===== config.mk =====
export PLATFORM = sky130hd
export DESIGN_NAME = bsg_cache_nb_dma_sched
export DESIGN_NICKNAME = d
export VERILOG_FILES = /design/src/rtl/bsg_cache_nb_dma_sched.sv
export SDC_FILE = /design/constraint.sdc
export NUM_CORES = 1
export LEC_CHECK = 0
export ABC_CLOCK_PERIOD_IN_PS = 4300
export CORE_AREA = 2 2 491 493
export DETAILED_ROUTE_END_ITERATION = 8
export DIE_AREA = 0 0 493 495
export HOLD_SLACK_MARGIN = 0.03
export PLACE_DENSITY_LB_ADDON = 0.25
export RECOVER_POWER = 100
export SLEW_MARGIN = 20
export SYNTH_ARGS = -nofsm -noshare
export SYNTH_HDL_FRONTEND = slang
export SYNTH_SLANG_ARGS = --single-unit

===== constraint.sdc =====
create_clock -name clk_i -period 4.3 [get_ports clk_i]
set_input_delay 0.645 -clock clk_i [delete_from_list [all_inputs] [get_ports clk_i]]
set_output_delay 0.645 -clock clk_i [all_outputs]
set_load 0.01 [all_outputs]

===== src/rtl/bsg_cache_nb_dma_sched.sv =====
// rtl/bsg_cache_nb_dma_sched.sv - non-blocking cache DMA scheduler (write queue, read pass-through, refill pass-through)
//
// Purpose: queues cache eviction (write) packets and streams each block's eviction
// data to memory, passes read packets straight to memory once every earlier write
// has fully drained, limits outstanding reads to mshr_els_p, and forwards refill
// data to the cache unchanged.
//
// Ports:
//   clk_i, reset_i                                     clock, async active-high reset
//   dma_pkt_i / dma_pkt_v_i / dma_pkt_yumi_o           cache packet {write_not_read, addr, mshr_id}
//   dma_data_i / dma_data_v_i / dma_data_yumi_o        cache eviction data
//   mem_read_pkt_o / _v_o / _yumi_i                    memory read request
//   mem_write_pkt_o / _v_o / _yumi_i                   memory write request
//   mem_wdata_o / _v_o / _ready_i                      memory write data
//   mem_rdata_i / _mshr_id_i / _v_i / mem_rdata_ready_o  refill data from memory
//   refill_data_o / refill_mshr_id_o / refill_v_o / refill_ready_i  refill data to cache
//   stat_reads_o / stat_writes_o / stat_stall_o        statistics counters
//
// Configuration macro: BSG_CACHE_NB_DMA_SCHED_STATS_EN enables the statistics
// counters; without it the three stat outputs are tied to zero.

module bsg_cache_nb_dma_sched #(
    parameter int addr_width_p          = 32,
    parameter int word_width_p          = 32,
    parameter int block_size_in_words_p = 16,
    parameter int dma_data_width_p      = 256,
    parameter int mshr_els_p            = 4,
    parameter int evict_els_p           = 4
) (
    input  logic                                        clk_i,
    input  logic                                        reset_i,

    input  logic [addr_width_p+$clog2(mshr_els_p):0]    dma_pkt_i,
    input  logic                                        dma_pkt_v_i,
    output logic                                        dma_pkt_yumi_o,

    input  logic [dma_data_width_p-1:0]                 dma_data_i,
    input  logic                                        dma_data_v_i,
    output logic                                        dma_data_yumi_o,

    output logic [addr_width_p+$clog2(mshr_els_p):0]    mem_read_pkt_o,
    output logic                                        mem_read_pkt_v_o,
    input  logic                                        mem_read_pkt_yumi_i,

    output logic [addr_width_p+$clog2(mshr_els_p):0]    mem_write_pkt_o,
    output logic                                        mem_write_pkt_v_o,
    input  logic                                        mem_write_pkt_yumi_i,

    output logic [dma_data_width_p-1:0]                 mem_wdata_o,
    output logic                                        mem_wdata_v_o,
    input  logic                                        mem_wdata_ready_i,

    input  logic [dma_data_width_p-1:0]                 mem_rdata_i,
    input  logic [$clog2(mshr_els_p)-1:0]               mem_rdata_mshr_id_i,
    input  logic                                        mem_rdata_v_i,
    output logic                                        mem_rdata_ready_o,

    output logic [dma_data_width_p-1:0]                 refill_data_o,
    output logic [$clog2(mshr_els_p)-1:0]               refill_mshr_id_o,
    output logic                                        refill_v_o,
    input  logic                                        refill_ready_i,

    output logic [31:0]                                 stat_reads_o,
    output logic [31:0]                                 stat_writes_o,
    output logic [31:0]                                 stat_stall_o
);

    localparam int bursts_lp = (block_size_in_words_p * word_width_p) / dma_data_width_p;
    localparam int pkt_w_lp  = 1 + addr_width_p + $clog2(mshr_els_p);
    localparam int beat_w_lp = (bursts_lp > 1) ? $clog2(bursts_lp) : 1;
    localparam int qptr_w_lp = (evict_els_p > 1) ? $clog2(evict_els_p) : 1;
    localparam int qcnt_w_lp = $clog2(evict_els_p + 1);
    localparam int out_w_lp  = $clog2(mshr_els_p + 1);

    localparam logic [beat_w_lp-1:0] last_beat_lp = beat_w_lp'(bursts_lp - 1);
    localparam logic [qptr_w_lp-1:0] last_slot_lp = qptr_w_lp'(evict_els_p - 1);

    typedef enum logic [1:0] {
        IDLE = 2'd0,
        HDR  = 2'd1,
        DATA = 2'd2
    } wr_state_e;

    wr_state_e               r_state;
    logic [beat_w_lp-1:0]    r_wbeat;
    logic [beat_w_lp-1:0]    r_rbeat;
    logic [out_w_lp-1:0]     r_outstanding;

    logic [pkt_w_lp-1:0]     r_q_mem [evict_els_p];
    logic [qptr_w_lp-1:0]    r_q_wptr;
    logic [qptr_w_lp-1:0]    r_q_rptr;
    logic [qcnt_w_lp-1:0]    r_q_count;

    logic w_pkt_write;
    logic w_q_full;
    logic w_q_empty;
    logic w_enq;
    logic w_deq;
    logic w_wdata_xfer;
    logic w_rd_v;
    logic w_rd_accept;
    logic w_refill_xfer;
    logic w_refill_done;

    assign w_pkt_write = dma_pkt_i[pkt_w_lp-1];
    assign w_q_full    = (r_q_count == qcnt_w_lp'(evict_els_p));
    assign w_q_empty   = (r_q_count == '0);

    // Fullness is taken from the registered count, so a dequeue in the same
    // cycle never frees a slot for an enqueue on a full queue.
    assign w_enq = ~reset_i & dma_pkt_v_i & w_pkt_write & ~w_q_full;

    // Reads wait until every earlier write has finished its last data beat:
    // the queue must be empty and the write engine back in IDLE.
    assign w_rd_v = ~reset_i & dma_pkt_v_i & ~w_pkt_write & w_q_empty
                  & (r_state == IDLE) & (r_outstanding < out_w_lp'(mshr_els_p));
    assign w_rd_accept = w_rd_v & mem_read_pkt_yumi_i;

    assign w_wdata_xfer  = (r_state == DATA) & dma_data_v_i & mem_wdata_ready_i;
    assign w_deq         = w_wdata_xfer & (r_wbeat == last_beat_lp);
    assign w_refill_xfer = ~reset_i & mem_rdata_v_i & refill_ready_i;
    assign w_refill_done = w_refill_xfer & (r_rbeat == last_beat_lp);

    assign dma_pkt_yumi_o    = w_enq | w_rd_accept;
    assign mem_read_pkt_o    = dma_pkt_i;
    assign mem_read_pkt_v_o  = w_rd_v;

    assign mem_write_pkt_o   = r_q_mem[r_q_rptr];
    assign mem_write_pkt_v_o = (r_state == HDR);

    assign mem_wdata_o       = dma_data_i;
    assign mem_wdata_v_o     = (r_state == DATA) & dma_data_v_i;
    assign dma_data_yumi_o   = w_wdata_xfer;

    assign refill_data_o     = mem_rdata_i;
    assign refill_mshr_id_o  = mem_rdata_mshr_id_i;
    assign refill_v_o        = ~reset_i & mem_rdata_v_i;
    assign mem_rdata_ready_o = ~reset_i & refill_ready_i;

    // Write engine: header for the queue head, then B data beats.
    always_ff @(posedge clk_i or posedge reset_i) begin
        if (reset_i) begin
            r_state <= IDLE;
            r_wbeat <= '0;
        end else begin
            case (r_state)
                IDLE: if (!w_q_empty) r_state <= HDR;
                HDR:  if (mem_write_pkt_yumi_i) r_state <= DATA;
                DATA: begin
                    if (w_wdata_xfer) begin
                        if (r_wbeat == last_beat_lp) begin
                            r_wbeat <= '0;
                            r_state <= IDLE;
                        end else begin
                            r_wbeat <= r_wbeat + 1'b1;
                        end
                    end
                end
                default: r_state <= IDLE;
            endcase
        end
    end

    // Queue storage carries no reset; only pointers and count define contents.
    always_ff @(posedge clk_i) begin
        if (w_enq) r_q_mem[r_q_wptr] <= dma_pkt_i;
    end

    always_ff @(posedge clk_i or posedge reset_i) begin
        if (reset_i) begin
            r_q_wptr  <= '0;
            r_q_rptr  <= '0;
            r_q_count <= '0;
        end else begin
            if (w_enq) r_q_wptr <= (r_q_wptr == last_slot_lp) ? '0 : r_q_wptr + 1'b1;
            if (w_deq) r_q_rptr <= (r_q_rptr == last_slot_lp) ? '0 : r_q_rptr + 1'b1;
            if (w_enq && !w_deq)      r_q_count <= r_q_count + 1'b1;
            else if (!w_enq && w_deq) r_q_count <= r_q_count - 1'b1;
        end
    end

    // Memory returns each block's bursts back to back, so one shared beat
    // counter is enough to spot block completion.
    always_ff @(posedge clk_i or posedge reset_i) begin
        if (reset_i) begin
            r_rbeat       <= '0;
            r_outstanding <= '0;
        end else begin
            if (w_refill_xfer) r_rbeat <= w_refill_done ? '0 : r_rbeat + 1'b1;
            if (w_rd_accept && !w_refill_done)      r_outstanding <= r_outstanding + 1'b1;
            else if (!w_rd_accept && w_refill_done) r_outstanding <= r_outstanding - 1'b1;
        end
    end

`ifdef BSG_CACHE_NB_DMA_SCHED_STATS_EN
    logic [31:0] r_stat_reads;
    logic [31:0] r_stat_writes;
    logic [31:0] r_stat_stall;
    logic        w_rd_stall;

    assign w_rd_stall = ~reset_i & dma_pkt_v_i & ~w_pkt_write & ~w_rd_v;

    always_ff @(posedge clk_i or posedge reset_i) begin
        if (reset_i) begin
            r_stat_reads  <= '0;
            r_stat_writes <= '0;
            r_stat_stall  <= '0;
        end else begin
            if (w_rd_accept && r_stat_reads  != '1) r_stat_reads  <= r_stat_reads  + 1'b1;
            if (w_enq       && r_stat_writes != '1) r_stat_writes <= r_stat_writes + 1'b1;
            if (w_rd_stall  && r_stat_stall  != '1) r_stat_stall  <= r_stat_stall  + 1'b1;
        end
    end

    assign stat_reads_o  = r_stat_reads;
    assign stat_writes_o = r_stat_writes;
    assign stat_stall_o  = r_stat_stall;
`else
    assign stat_reads_o  = '0;
    assign stat_writes_o = '0;
    assign stat_stall_o  = '0;
`endif

endmodule


==> run summary, run 1 <==
CP cell instances - buf_4 -> mux4_2 -> dlygate4sd3_1
RSZ-0062 raised after global routing - false
Die Area - 0.2440 mm2
Fin Setup TNS - 0 ns
total grt overflow - 0
Storage cell area - 0.004558 mm2
Yosys reg bits - 154
Distinct cells, synth - 29
TritonCTS Buffers - 17
reg2reg path depth - 3
period utilisation layout - 88.30%
post-synthesis adder-cell area fraction - 1.189%
r2r startpoint - r_q_count[0]$_DFFE_PP0P_
total iterations of the first detailed-routing run - 6
H-tree depth - 4
R2R Path End - r_q_mem[3][22]$_DFFE_PP_
startpoint types - flip-flop
postcts setup bufs - 0
synthesized area per cell - 11.93 um2
Tmin final - 3.797 ns
fin. max-slew vios - 14
CTS Sinks - 154
Final nets - 1057
CP arrival - 3.15 ns
LEAKAGE - 3.005 nW
worst hold stages - 1
run status - complete, but fails checks
Core Util, Final - 5.027%
clk buf depth - 2
Critical Path Slowest Stage Cell - dfrtp_1
Routed Antenna Nets - 0
largest stage delay on the critical path - 1.23 ns
Resize count post-CTS - 0
maximum VDD drop - 0.2343 mV
drt drc - 72
Min Hold Slack - 0.4782 ns
Crit path required time - 3.65 ns
Async S/R FF share, synth - 9.091%
Worst Skew - 0.02371 ns
starting density of the core - 4.489%
global-route wire length before repair - 81620 um
initial DRC count - 316
area of the core - 0.2392 mm2
Multi-input gate area - 0.001583 mm2
Most used DFF post-synth - edfxtp_1
endpoints failing setup - 0
mux cell area share after synthesis - 8.040%
gp weighted congestion - 0.6237
Layout area overhead - 11.97%
register area share after synthesis - 42.41%
Yosys warnings - 0
vias - 4279
Die Ht - 495 um
Max Fanout on Critical Path - 21
min-delay worst type - flip-flop to flip-flop
Die X-Extent - 493 um
Compound-Gate Fraction of Synth Area - 0.3496%
largest family of logic cells by synthesized area - buffers and inverters
worst slew pin tran - 1.512 ns
Rows - 180
Max Clk Rate - 263.4 MHz
worst reg-to-reg setup slack - 1.21 ns
mapped cell area - 0.01074 mm2
share of cells above drive strength 1 - 16.10%
Filler cells - 28130
Max Cap Viol - 1
final hold viol count - 0
Power Dens Cells - 412.3 mW/mm2
final WL - 73220 um
Worst setup EP type - primary output
EDFF count, synth - 140
Avg WL per Cell - 19.84 um
Setup CP Type - flip-flop to primary output
initial antenna violation count - 6
# hold bufs at CTS - 0
end of the worst hold path - r_outstanding[2]$_DFFE_PP0P_
Mapped Cells - 900
Root Driver - clkbuf_16
DR vias/cell - 1.160
Ports - 1245
post-DP HPWL - 64420 um
Hold Path Origin - r_outstanding[2]$_DFFE_PP0P_
vias in the first global route - 4396
clk slew on worst S/H paths - 0.09 ns
GRT Util Overall - 5.671%
slew margin rel. - -0.7955%
CTS tree - built
failing checks - design-rule violations, max-capacitance violations, max-slew violations
XOR/XNOR Fraction of Synth Area - 0.6525%
I/O Buffers - 120
pin count of the biggest net entering global routing - 31
Post-Synth Simple-Gate Area - 1.410%
worst skew pair latency - 0.46 ns
==> sequential cells by signal (all words and copies together) (netlist names) <==
signal and count:
r_outstanding 3, r_q_count 3, r_q_mem 140, r_q_rptr 2, r_q_wptr 2, r_rbeat 1, r_state 2, r_wbeat 1
==> where the power goes <==
part	total, W	switching [W]	leakage, nW	internal [W]
clock network	0.00161	0.000727	0.302	0.000881
registers	0.00201	0.000228	1.43	0.00178
logic	0.00134	0.000670	1.27	0.000673
==> metrics by stage <==
step / total power [W] / setup WS [ns] / area [um2] / cells
floorplan: 0.003248 / 1.950 / 11090 / 995
finish: 0.004957 / 0.5033 / 12020 / 3690
CTS: 0.005226 / 0.6876 / 12070 / 3688
detailed placement: 0.003551 / 0.9203 / 11460 / 3656
global route: 0.005229 / 0.3330 / 12020 / 3690
global placement: 0.003557 / 0.9054 / 11460 / 3656
==> synth_stat cells (2+ instances only) <==
| cell type | n | share of area [%] |
|---|---|---|
| dfrtp_1 | 14 | 3.3 |
| mux2_2 | 4 | 0.42 |
| buf_4 | 645 | 45 |
| xor2_1 | 4 | 0.33 |
| ha_1 | 7 | 0.82 |
| buf_2 | 4 | 0.19 |
| nand2_1 | 2 | 0.070 |
| nor2_1 | 4 | 0.14 |
| buf_6 | 4 | 0.42 |
| fa_1 | 2 | 0.37 |
| edfxtp_1 | 140 | 39 |
| and2_1 | 5 | 0.29 |
| mux4_2 | 35 | 7.3 |
| xnor2_1 | 4 | 0.33 |
| inv_1 | 6 | 0.21 |
| nor2b_1 | 5 | 0.29 |
| nor4_1 | 2 | 0.12 |
| mux2_4 | 2 | 0.28 |
==> how the worst max path moves through the flow <==
stage                            startpoint                 endpoint  slack [ns]  cells past startpoint
global placement              dma_pkt_i[34]           dma_pkt_yumi_o        0.91                      5
floorplan                       dma_pkt_v_i  r_q_mem[3][0]$_DFFE_PP_        1.95                      3
global route        r_q_rptr[1]$_DFFE_PP0P_      mem_write_pkt_o[18]        0.33                      3
finish              r_q_rptr[1]$_DFFE_PP0P_      mem_write_pkt_o[24]        0.50                      3
detailed placement            dma_pkt_i[34]           dma_pkt_yumi_o        0.92                      5
CTS                 r_q_rptr[0]$_DFFE_PP0P_       mem_write_pkt_o[5]        0.69                      3
==> area by class of cell <==
| class | count | area share (%) |
|---|---|---|
| repair buffers | 129 | 10.52 |
| clock inverters | 15 | 1.488 |
| diodes | 2 | 0.04163 |
| flip-flops and latches | 154 | 37.91 |
| multi-input cells | 182 | 13.16 |
| clock buffers | 17 | 3.538 |
| well taps | 3185 | 33.15 |
| inverters | 6 | 0.1873 |
==> logic make-up (layout without fill, tap and decap cells) <==
kind of cell,count (synthesis),after routing
buffers and inverters,659,167
flip-flops,154,154
multiplexers,41,41
AND/OR/NAND/NOR,25,25
adder cells (fa/ha/maj),9,9
XOR/XNOR,8,8
AO/OA/AOI/OAI,3,3
other,1,98
==> cells in the final DEF (no fill, tap or decap), types with 2 or more instances in the layout <==
| cell | n |
|---|---|
| nor2b_1 | 5 |
| and2_0 | 4 |
| conb_1 | 96 |
| clkbuf_2 | 5 |
| xor2_1 | 4 |
| xnor2_1 | 4 |
| edfxtp_1 | 140 |
| bufinv_16 | 2 |
| buf_4 | 2 |
| clkbuf_16 | 17 |
| mux4_2 | 35 |
| clkinv_4 | 3 |
| diode_2 | 2 |
| clkinv_2 | 2 |
| clkdlybuf4s50_1 | 20 |
| nor2_1 | 4 |
| inv_1 | 6 |
| dfrtp_1 | 13 |
| inv_8 | 5 |
| mux2_1 | 2 |
| fa_1 | 2 |
| mux2_2 | 4 |
| ha_1 | 7 |
| nor4_1 | 2 |
| nand2_1 | 3 |
| dlygate4sd3_1 | 100 |
| inv_6 | 3 |
==> layer usage <==
layer / global-route usage, % / vias up / wire (um)
met4: 4.720 / 10 / 5687
li1: - / 1417 / -
met3: 8.366 / 285 / 22780
met1: 2.389 / 1847 / 11100
met2: 8.692 / 720 / 33380
met5: 0.4892 / - / 265
==> critical path: cells and delay by family (launching register included) <==
family	cells	cell delay, ns
buf+inv	2	1.11
flops	1	1.23
mux	1	0.34
(Power assumes the default switching activity.)
==> inputs of run 2 (changes only) <==
--- a/config.mk
+++ b/config.mk
@@ -6,9 +6,11 @@
 export NUM_CORES = 1
 export LEC_CHECK = 0
 export ABC_CLOCK_PERIOD_IN_PS = 4300
-export CORE_AREA = 2 2 491 493
+export CELL_PAD_IN_SITES_DETAIL_PLACEMENT = 1
+export CELL_PAD_IN_SITES_GLOBAL_PLACEMENT = 1
+export CORE_AREA = 2 2 489 491
 export DETAILED_ROUTE_END_ITERATION = 8
-export DIE_AREA = 0 0 493 495
+export DIE_AREA = 0 0 491 493
 export HOLD_SLACK_MARGIN = 0.03
 export PLACE_DENSITY_LB_ADDON = 0.25
 export RECOVER_POWER = 100
==> run 2 against run 1 <==
Net effect: the flow finishes with violations (max-capacitance violations, max-slew violations); fmax up 2.1%; critical path depth unchanged; core utilization about the same; sequential power up 2%; clock skew down 0.0069 ns; total power up 0.73%; worst hold slack worse by 0.0040 ns; highest routed layer unchanged.
==> run summary, run 2 (same netlist as run 1, synthesis figures left out) <==
run status - complete, but fails checks
failing checks - max-capacitance violations, max-slew violations
gp weighted congestion - 0.6312
slew margin rel. - -1.558%
most common cell after layout, fill and taps aside - edfxtp_1
Ports - 1245
Routed Antenna Nets - 0
Die X-Extent - 491 um
Sw Ratio - 34.64%
startpoint types - flip-flop
CTS tree - built
pre-CTS WS - 0.9877 ns
Comb power frac - 26.6%
clk slew on worst S/H paths - 0.08 ns
initial antenna violation count - 4
final hold viol count - 0
total iterations of the first detailed-routing run - 4
RSZ-0062 raised after global routing - false
fin. max-slew vios - 36
Worst Skew - 0.01678 ns
Int Pwr - 0.003263 W
Multi-input gate area - 0.001592 mm2
postcts setup bufs - 0
vias - 4374
area of the core - 0.2370 mm2
LEAKAGE - 2.965 nW
worst skew pair latency - 0.51 ns
Resize count post-CTS - 0
CP arrival - 3.07 ns
Max Fanout on Critical Path - 28
Avg WL per Cell - 23.27 um
Die Area - 0.2421 mm2
Final nets - 1051
Fin Setup TNS - 0 ns
clock share of power - 32.2%
final WL - 85290 um
post-route setup slack - 0.5810 ns
commonest non-fill, non-tap cells in the layout - edfxtp_1 (140), dlygate4sd3_1 (103), conb_1 (96)
pin count of the biggest net entering global routing - 36
Placed Area - 0.01139 mm2
Seq pwr share - 41.2%
met1 WL - 11750 um
TritonCTS Buffers - 17
sw power - 0.001729 W
DR top layer - met5
Rows - 179
total grt overflow - 0
maximum VDD drop - 0.2976 mV
worst slew pin tran - 1.523 ns
Filler cells - 28070
Root Driver - clkbuf_16
post-DP HPWL - 74970 um
initial DRC count - 192
drt drc - 0
endpoints failing setup - 0
Storage cell area - 0.004559 mm2
Setup CP Type - flip-flop to primary output
Final Instance Area - 0.01195 mm2
vias in the first global route - 4851
Die Ht - 493 um
share of cells above drive strength 1 - 15.90%
GRT Util Overall - 6.820%
max reg flops - 140
DR vias/cell - 1.193
Layout area overhead - 11.24%
Top reg by flops - r_q_mem
met2 WL - 37610 um
Core Util, Final - 5.041%
starting density of the core - 4.532%
CTS Sinks - 154
Largest regs - r_q_mem: 140 flops, r_outstanding: 3 flops, r_q_count: 3 flops
min-delay worst type - flip-flop to flip-flop
Worst setup EP type - primary output
I/O Buffers - 120
clk buf depth - 2
period utilisation layout - 86.49%
Max Clk Rate - 268.9 MHz
# hold bufs at CTS - 0
Max Cap Viol - 1
Power Dens Cells - 418.0 mW/mm2
Crit path required time - 3.65 ns
H-tree depth - 4
overall power - 0.004993 W
DR WL met3 - 30080 um
global-route wire length before repair - 96690 um
Tmin final - 3.719 ns
run 2: cell types whose count changed in the layout (fill, tap and decap cells not counted), moves of 2 or more:
cell             before  now
clkinv_8              0    2
and2_2                0    4
clkinv_2              2    0
clkbuf_2              5    1
clkinv_1              0    2
clkdlybuf4s50_1      20   17
inv_8                 5    2
dlygate4sd3_1       100  103
and2_0                4    0
run 2: path summary, 6_finish.rpt:
check / slack, ns / cells after the start / endpoint / from
max: 0.58 / 3 / mem_write_pkt_o[14] / r_q_rptr[1]$_DFFE_PP0P_
min: 0.47 / 1 / r_wbeat$_DFFE_PP0P_ / r_wbeat$_DFFE_PP0P_
max reg2reg: 1.78 / 8 / r_outstanding[2]$_DFFE_PP0P_ / r_state[1]$_DFFE_PP0P_
min reg2reg: 0.47 / 1 / r_wbeat$_DFFE_PP0P_ / r_wbeat$_DFFE_PP0P_
max in group asynchronous: 2.87 / 2 / r_q_rptr[0]$_DFFE_PP0P_ / reset_i
min in group asynchronous: 0.86 / 2 / r_state[0]$_DFFE_PP0P_ / reset_i
run 2: critical path, stage by stage, from the launching register on:
cell             delay (ns)
dfrtp_2                1.14
clkbuf_2               0.49
mux4_2                 0.36
clkdlybuf4s50_1        0.56
run 2: cell type report:
type / instances / share of cell area (%)
well taps: 3167 / 33.17
inverters: 6 / 0.1885
clock buffers: 17 / 3.561
repair buffers: 123 / 10.19
diodes: 2 / 0.04190
multi-input cells: 182 / 13.32
flip-flops and latches: 154 / 38.17
clock inverters: 15 / 1.351
run 2: power by group through the flow:
stage	logic [W]	clock network, W	registers, W
finish	0.00133	0.00161	0.00206
detailed placement	0.00149	0	0.00214
CTS	0.00149	0.00173	0.00211
global route	0.00146	0.00177	0.00212
floorplan	0.00137	0	0.00188
global placement	0.00148	0	0.00214
run 2: routing by layer:
layer  up-vias  track usage, %
met3       302           11.42
met5         -          0.9980
li1       1414               -
met1      1883           2.534
met4         6           4.418
met2       769           10.37
run 2: stage by stage:
stage	std cells	hold slack [ns]
after global placement	3632	0.4656
final	3666	0.4742
after CTS	3664	0.4809
after floorplan	995	0.4429
after detailed placement	3632	0.4633
after global routing	3665	0.4973
==> inputs of run 3 (changes only) <==
==> constraint.sdc (replaced) <==
create_clock -name clk_i -period 4.3 [get_ports clk_i]
set_input_delay 0.645 -clock clk_i [delete_from_list [all_inputs] [get_ports clk_i]]
set_output_delay 0.645 -clock clk_i [all_outputs]
set_load 0.02 [all_outputs]
==> run 3 against run 2 <==
Net effect: the run still ends with max-capacitance violations, max-slew violations left; global-route usage increased by 0.15 points; sequential share of layout area decreased by 0.18 points; sequential power decreased by 3%; final area increased by 0.43%; critical path depth increased by 1; setup slack got worse by 0.049 ns; combinational power increased by 23%; clock skew increased by 0.0098 ns; clock power increased by 2%.
==> run summary, run 3 (same netlist as run 1, synthesis figures left out) <==
Die Area - 0.2421 mm2
GRT Util Overall - 6.971%
commonest non-fill, non-tap cells in the layout - edfxtp_1 (140), conb_1 (96), dlygate4sd3_1 (96)
drt drc - 0
run status - complete, but fails checks
Resize count post-CTS - 0
Power Dens Cells - 439.8 mW/mm2
Seq pwr share - 37.9%
sw power - 0.002022 W
Fin Setup TNS - 0 ns
period utilisation layout - 87.63%
Max Cap Viol - 4
share of cells above drive strength 1 - 16.73%
Final Instance Area - 0.01200 mm2
gp weighted congestion - 0.6384
CTS tree - built
Final nets - 1062
worst skew pair latency - 0.54 ns
RSZ-0062 raised after global routing - false
Largest regs - r_q_mem: 140 flops, r_outstanding: 3 flops, r_q_count: 3 flops
TritonCTS Buffers - 17
Root Driver - clkbuf_16
startpoint types - flip-flop
endpoints failing setup - 0
Placed Area - 0.01154 mm2
I/O Buffers - 120
placed insts - 3643
Setup CP Type - flip-flop to primary output
clock share of power - 31.2%
worst slew pin tran - 1.850 ns
Avg WL per Cell - 23.71 um
Sw Ratio - 38.32%
Critical Path Slowest Stage Cell - dfrtp_2
final WL - 87220 um
min-delay worst type - flip-flop to flip-flop
clk slew on worst S/H paths - 0.09 ns
CP cell instances - buf_12 -> buf_4 -> mux4_2 -> dlygate4sd3_1
initial antenna violation count - 6
H-tree depth - 4
Layout Cells excl Fill - 3678
Die Ht - 493 um
Layout area overhead - 11.72%
clk buf depth - 2
most common cell after layout, fill and taps aside - edfxtp_1
global-route wire length before repair - 98240 um
Min Hold Slack - 0.4738 ns
max reg flops - 140
# hold bufs at CTS - 0
vias in the first global route - 4873
CP arrival - 3.12 ns
LEAKAGE - 2.991 nW
vias - 4490
total grt overflow - 0
Die X-Extent - 491 um
Max Clk Rate - 265.4 MHz
Tmin final - 3.768 ns
starting density of the core - 4.532%
maximum VDD drop - 0.2918 mV
Int Pwr - 0.003255 W
failing checks - max-capacitance violations, max-slew violations
largest stage delay on the critical path - 0.82 ns
postcts setup bufs - 0
Max Fanout on Critical Path - 20
Worst Skew - 0.02658 ns
fin. max-slew vios - 144
final hold viol count - 0
Comb power frac - 30.9%
Rows - 179
Crit path required time - 3.65 ns
Worst setup EP type - primary output
Top reg by flops - r_q_mem
slew margin rel. - -23.35%
buffers and inverters on the worst path - 3
area of the core - 0.2370 mm2
CP delay by family, top - buffers and inverters
Routed Antenna Nets - 0
overall power - 0.005276 W
CTS Sinks - 154
Ports - 1245
pin count of the biggest net entering global routing - 36
post-DP HPWL - 75290 um
initial DRC count - 212
total iterations of the first detailed-routing run - 4
DR vias/cell - 1.221
-- run 3: worst paths after layout --
kind / start / endpoint / slack, ns / depth (start not counted)
max in group asynchronous: reset_i / r_q_rptr[0]$_DFFE_PP0P_ / 2.91 / 2
max: r_q_rptr[0]$_DFFE_PP0P_ / mem_write_pkt_o[13] / 0.53 / 4
min: r_wbeat$_DFFE_PP0P_ / r_wbeat$_DFFE_PP0P_ / 0.47 / 1
max reg2reg: r_q_count[0]$_DFFE_PP0P_ / r_q_mem[3][22]$_DFFE_PP_ / 1.37 / 3
min in group asynchronous: reset_i / r_q_count[2]$_DFFE_PP0P_ / 0.85 / 2
min reg2reg: r_wbeat$_DFFE_PP0P_ / r_wbeat$_DFFE_PP0P_ / 0.47 / 1
-- run 3: through the flow --
stage / util [%] / setup WS, ns
after global placement: 4.868 / 0.8567
after global routing: 5.061 / 0.2724
after CTS: 5.111 / 0.5303
after detailed placement: 4.868 / 0.9131
after floorplan: - / 1.950
final: 5.063 / 0.5321
-- run 3: power by group through the flow --
stage	combinational [W]	clock, W	sequential [W]
5_1_grt	0.00177	0.00180	0.00204
2_1_floorplan	0.00177	0	0.00188
4_1_cts	0.00180	0.00179	0.00203
3_3_place_gp	0.00179	0	0.00206
3_5_place_dp	0.00180	0	0.00207
6_report	0.00163	0.00165	0.00200
-- run 3: routing by layer --
metal,up-vias,global-route usage [%],routed length (um)
met1,1928,2.694,11870
met2,805,10.50,38290
met4,8,4.677,5752
li1,1441,-,-
met5,-,1.057,269
met3,308,11.53,31040
-- run 3: cell type report --
class	count	area, um2
diodes	3	7.507
clock buffers	17	425.4
clock inverters	15	148.9
fillers	28080	225000
inverters	6	22.52
multi-input cells	182	1587
flip-flops and latches	154	4557
well taps	3167	3963
repair buffers	134	1286
-- run 3: worst register-to-register path, stage by stage (launching register included) --
cell and delay, ns:
dfrtp_1 0.48, o311a_1 0.52, and2_2 0.25, clkbuf_2 0.96
